**src/rtl/mem_arb_pkg.sv**
```systemverilog
// rtl/mem_arb_pkg.sv - shared types and default widths for the memory arbiter
package mem_arb_pkg;

   localparam int ADDR_W_DEF = 16;
   localparam int DATA_W_DEF = 8;

   // Ownership of the memory port in the cycle just completed
   typedef enum logic [1:0] {
      CPU_OWN = 2'd0,
      DMA_OWN = 2'd1,
      YIELD   = 2'd2
   } arb_state_t;

endpackage

```
**src/rtl/mem_arb_fsm.sv**
```systemverilog
// rtl/mem_arb_fsm.sv - grant decision, burst limiter and saturating stall counter
module mem_arb_fsm
   import mem_arb_pkg::*;
#(
   parameter int MAX_BURST = 4,
   parameter int STALL_W   = 16
)
(
   input  logic               ph1,
   input  logic               reset,
   input  logic               dma_req,
   input  logic               cpu_we,
   output logic               dma_gnt,
   output logic [STALL_W-1:0] stall_cnt
);

   localparam int CTR_W = (MAX_BURST < 2) ? 1 : $clog2(MAX_BURST + 1);
   // Grant index that closes a burst (burst_ctr + 1 == MAX_BURST)
   localparam logic [CTR_W-1:0] LAST_IDX = CTR_W'(MAX_BURST - 1);

   arb_state_t       state;
   arb_state_t       state_nxt;
   logic [CTR_W-1:0] burst_ctr;
   logic [CTR_W-1:0] ctr_nxt;

   // Grant only on CPU read cycles, never in the forced CPU slot, never in reset
   always_comb begin
      dma_gnt   = dma_req & ~cpu_we & (state != YIELD) & ~reset;
      state_nxt = CPU_OWN;
      ctr_nxt   = '0;
      if (dma_gnt && (burst_ctr == LAST_IDX)) begin
         state_nxt = YIELD;
         ctr_nxt   = '0;
      end else if (dma_gnt) begin
         state_nxt = DMA_OWN;
         ctr_nxt   = burst_ctr + CTR_W'(1);
      end
   end

   // State, burst length and stall count registers
   always_ff @(posedge ph1) begin
      if (reset) begin
         state     <= CPU_OWN;
         burst_ctr <= '0;
         stall_cnt <= '0;
      end else begin
         state     <= state_nxt;
         burst_ctr <= ctr_nxt;
         if (dma_gnt && (stall_cnt != '1)) begin
            stall_cnt <= stall_cnt + STALL_W'(1);
         end
      end
   end

endmodule

```
**src/rtl/mem_arbiter.sv**
```systemverilog
// rtl/mem_arbiter.sv - shares the single-port system memory between the 6502 core and DMA
module mem_arbiter
   import mem_arb_pkg::*;
#(
   parameter int ADDR_W    = ADDR_W_DEF,
   parameter int DATA_W    = DATA_W_DEF,
   parameter int MAX_BURST = 4,
   parameter int STALL_W   = 16
)
(
   input  logic               ph1,
   input  logic               reset,
   input  logic [ADDR_W-1:0]  cpu_addr,
   input  logic               cpu_we,
   input  logic [DATA_W-1:0]  cpu_wdata,
   output logic               cpu_rdy,
   output logic [DATA_W-1:0]  cpu_rdata,
   input  logic               dma_req,
   input  logic [ADDR_W-1:0]  dma_addr,
   input  logic               dma_we,
   input  logic [DATA_W-1:0]  dma_wdata,
   output logic               dma_gnt,
   output logic               dma_rvalid,
   output logic [DATA_W-1:0]  dma_rdata,
   output logic [ADDR_W-1:0]  mem_addr,
   output logic               mem_we,
   output logic [DATA_W-1:0]  mem_wdata,
   input  logic [DATA_W-1:0]  mem_rdata,
   output logic [STALL_W-1:0] stall_cnt
);

   logic last_dma_rd;

   mem_arb_fsm #(
      .MAX_BURST (MAX_BURST),
      .STALL_W   (STALL_W)
   ) u_fsm (
      .ph1       (ph1),
      .reset     (reset),
      .dma_req   (dma_req),
      .cpu_we    (cpu_we),
      .dma_gnt   (dma_gnt),
      .stall_cnt (stall_cnt)
   );

   // Exactly one owner drives memory; no write can leak out while in reset
   always_comb begin
      cpu_rdy    = ~dma_gnt;
      mem_addr   = dma_gnt ? dma_addr  : cpu_addr;
      mem_wdata  = dma_gnt ? dma_wdata : cpu_wdata;
      mem_we     = ~reset & (dma_gnt ? dma_we : cpu_we);
      cpu_rdata  = mem_rdata;
      dma_rdata  = mem_rdata;
      dma_rvalid = last_dma_rd;
   end

   // Remember a granted DMA read so its data is flagged when memory returns it
   always_ff @(posedge ph1) begin
      if (reset) begin
         last_dma_rd <= 1'b0;
      end else begin
         last_dma_rd <= dma_gnt & ~dma_we;
      end
   end

endmodule

```
**config.mk**
```make
export PLATFORM = sky130hd
export DESIGN_NAME = mem_arbiter
export DESIGN_NICKNAME = d
export VERILOG_FILES = /design/src/rtl/mem_arb_pkg.sv /design/src/rtl/mem_arb_fsm.sv /design/src/rtl/mem_arbiter.sv
export SDC_FILE = /design/constraint.sdc
export NUM_CORES = 1
export LEC_CHECK = 0
export BUFFER_PORTS_ARGS = -buffer_cell sky130_fd_sc_hd__buf_4
export CAP_MARGIN = 40
export CORE_MARGIN = 2
export CORE_UTILIZATION = 44
export CTS_BUF_LIST = sky130_fd_sc_hd__clkbuf_4 sky130_fd_sc_hd__clkbuf_8
export CTS_CLUSTER_SIZE = 12
export DETAILED_ROUTE_END_ITERATION = 10
export PLACE_DENSITY_LB_ADDON = 0.08
export SETUP_SLACK_MARGIN = 0.02
export SYNTH_ARGS = -nofsm -noshare
export SYNTH_HDL_FRONTEND = slang
export SYNTH_SLANG_ARGS = --single-unit
```
**constraint.sdc**
```tcl
create_clock -name ph1 -period 2.9 [get_ports ph1]
set_input_delay 0.58 -clock ph1 [delete_from_list [all_inputs] [get_ports ph1]]
set_output_delay 0.58 -clock ph1 [all_outputs]
set_load 0.03 [all_outputs]
```
==> metrics.md <==
| Metric | Value |
|---|---|
| Outcome | `complete, no violations` |
| First-pass GRT wire length | `6670 um` |
| Post-Synthesis Cells | `207` |
| R2r setup slk | `1090 ps` |
| Max Slew Vio Count | `0` |
| Syn nets | `271` |
| Buf+Inv Stages, Crit Path | `3` |
| Starting DRT DRC Count | `60` |
| Die height | `62.5 um` |
| NumNets Final | `349` |
| Average size of a mapped cell | `7.28 um2` |
| Worst min-delay path startpoint | `dma_we` |
| Clock buffer depth | `2` |
| GRT Resource Usage Total | `21.1%` |
| Layout cells sized above 1 | `40.8%` |
| Stages on worst setup path | `7` |
| Final setup viols | `0` |
| F_max | `416 MHz` |
| Worst Reg-to-Reg Cells | `6` |
| Vias in the first global route | `1552` |
| Clock-pin slew on the worst setup and hold paths | `120 ps` |
| RSZ-0062 raised after global routing | `false` |
| Worst Setup Path Type | `input port to primary output` |
| P&R area growth vs syn | `43.6%` |
| Most frequent cells in the layout | `buf_4 (97), nand2_1 (80), dfxtp_1 (22), nor2_1 (18), xnor2_1 (9)` |
| Core area | `0.00331 mm2` |
| Gr ovfl total | `0` |
| Worst r2r src | `u_fsm.state[0]$_SDFF_PP0_` |
| Cell area after layout | `0.00216 mm2` |
| Io pins | `121` |
| Crit path max-delay family | `buffers and inverters` |
| Clock Latency Late Sink | `310 ps` |
| CP startpoint kind | `input port` |
| Hold worst-path end | `dma_rvalid$_SDFF_PP0_` |
| Antenna violations before repair | `0` |
| Tightest Pin Transition | `395 ps` |
| DRC | `0` |
| Hold path cells | `2` |
| Arrival @ worst endpoint | `1830 ps` |
| Slew HR | `73.5%` |
| Pin count of the biggest net entering global routing | `28` |
| Cell variety after synth | `40` |
| Synth Register Bits | `22` |
| CTS sink count | `22` |
| Cell Chain, Critical Path | `buf_4 -> nor2_4 -> nand3_4 -> clkinv_2 -> nand2_1 -> nand2_1 -> buf_4` |
| Power per cell area | `315 mW/mm2` |
| H-tree depth reported by CTS | `1` |
| Dpl cells | `326` |
| Diodes inserted | `0` |
| ANT nets after route | `0` |
| Commonest non-fill, non-tap cell in the layout | `buf_4` |
| Worst Hold Class | `input port to register` |
| Slowest CP cell | `clkinv_2` |
| Hold Buf Count CTS | `0` |
| HPWL after detailed placement | `3200 um` |
| CTS tree | `yes` |
| Clock buffer count from CTS | `3` |
| Setup Fix Bufs, Post-CTS | `0` |
| Fin Setup TNS | `0 ps` |
| Sequential fraction of the synthesis area | `29.2%` |
| Post-cts resize count | `0` |
| Mapped Area | `0.00151 mm2` |
| CP endpoint kind | `primary output` |
| Worst Path Required | `2320 ps` |
| VDD IR max | `152 uV` |
| Drt wl/cell | `12.1 um` |
| Fin crit share | `83.0%` |
| Worst flop-to-flop path endpoint | `u_fsm.stall_cnt[12]$_SDFFE_PP0P_` |
| DR vias | `1590` |
| Drt total wl | `3980 um` |
| Starting density of the core | `45.5%` |
| Synth warn | `0` |
| Crit path time final | `2410 ps` |
| Final Hold Fails | `0` |
| Static Leak | `0.00104 uW` |
| Layout Skew | `7.19 ps` |
| Root Driver | `clkbuf_4` |
| Maxcap violations | `0` |
| # port buffers | `96` |
| Setup crit start | `reset` |
| Row count | `21` |
| Final Non-Filler Cells | `330` |
| Die extent in x | `62.5 um` |
| RePlAce Congestion | `0.815` |
| Worst-path fanout max | `27` |
| DP Area | `0.00213 mm2` |
| CP peak stage delay | `350 ps` |
| Vias/cell | `4.82` |
| Initial DRT Pass Iterations | `4` |
| Full die area | `0.00391 mm2` |
| Fillers | `300` |
sequential cells by signal (all words and copies together), names as in the netlist:
name,flops
u_fsm.burst_ctr,3
u_fsm.stall_cnt,16
dma_rvalid,1
u_fsm.state,2
layout make-up:
| class | instances | area, um2 | area share [%] |
|---|---|---|---|
| tap | 46 | 57.6 | 2.66 |
| timing repair buffer | 97 | 728 | 33.6 |
| sequential | 22 | 440 | 20.3 |
| multi-input combinational | 159 | 893 | 41.3 |
| clock buffer | 4 | 36.3 | 1.68 |
| inverter | 2 | 8.76 | 0.405 |
synthesized netlist by cell type, drive strengths merged:
| cell | number | area [um2] |
|---|---|---|
| o311a | 1 | 10.0 |
| and4 | 2 | 20.0 |
| clkbuf | 6 | 22.5 |
| o21ai | 4 | 20.0 |
| clkinv | 1 | 5.00 |
| nor3 | 7 | 40.0 |
| dfxtp | 22 | 440 |
| or2 | 1 | 8.76 |
| and3 | 1 | 6.26 |
| mux2i | 2 | 20.0 |
| inv | 1 | 3.75 |
| xnor2 | 9 | 78.8 |
| and2 | 3 | 21.3 |
| nor2 | 19 | 78.8 |
| o2111ai | 1 | 26.3 |
| a211oi | 1 | 7.51 |
| ha | 3 | 37.5 |
| nor3b | 1 | 7.51 |
| and4bb | 1 | 12.5 |
| nand4 | 6 | 43.8 |
| nor4 | 4 | 52.6 |
| nand3 | 4 | 37.5 |
| a21oi | 3 | 15.0 |
| nand2 | 80 | 300 |
| nand2b | 1 | 6.26 |
| xor2 | 1 | 8.76 |
| a31oi | 1 | 6.26 |
| buf | 18 | 143 |
| or3 | 2 | 12.5 |
| a2111oi | 1 | 15.0 |
routing by layer:
metal,GRT usage (%),vias to the layer above,part of all wire (%)
li1,-,818,-
met1,23.1,701,40
met2,40.5,58,53
met3,3.60,13,5.4
met4,7.50,0,1.8
met5,0,-,0
kinds of logic after synthesis:
logic type               synth area share [%]
AND/OR/NAND/NOR                          43.0
AO/OA/AOI/OAI                            6.64
XOR/XNOR                                 5.81
buffers and inverters                    11.5
adder cells (fa/ha/maj)                  2.49
flip-flops                               29.2
multiplexers                             1.33
metrics by stage:
stage | setup WS, ps | utilization [%] | hold WS (ps) | power (uW)
3_5_place_dp | 485 | 64.3 | 433 | 522
6_report | 494 | 65.4 | 417 | 682
2_1_floorplan | 468 | - | 408 | 459
4_1_cts | 479 | 65.4 | 412 | 687
3_3_place_gp | 507 | 64.3 | 425 | 521
5_1_grt | 285 | 65.4 | 386 | 721
worst max-delay path by stage:
stage	endpoint	slack (ps)
after global routing	mem_addr[0]	280
after CTS	mem_wdata[1]	480
after global placement	mem_addr[5]	510
final	mem_wdata[1]	490
after detailed placement	mem_wdata[1]	490
after floorplan	mem_addr[13]	470
power breakdown:
group	leakage, uW	internal, uW	switching [uW]
Combinational	0.000846	94.7	112
Clock	0.0000210	76.6	91.4
Sequential	0.000178	305	1.99
Total	0.00104	476	206
(Power assumes the default switching activity.)
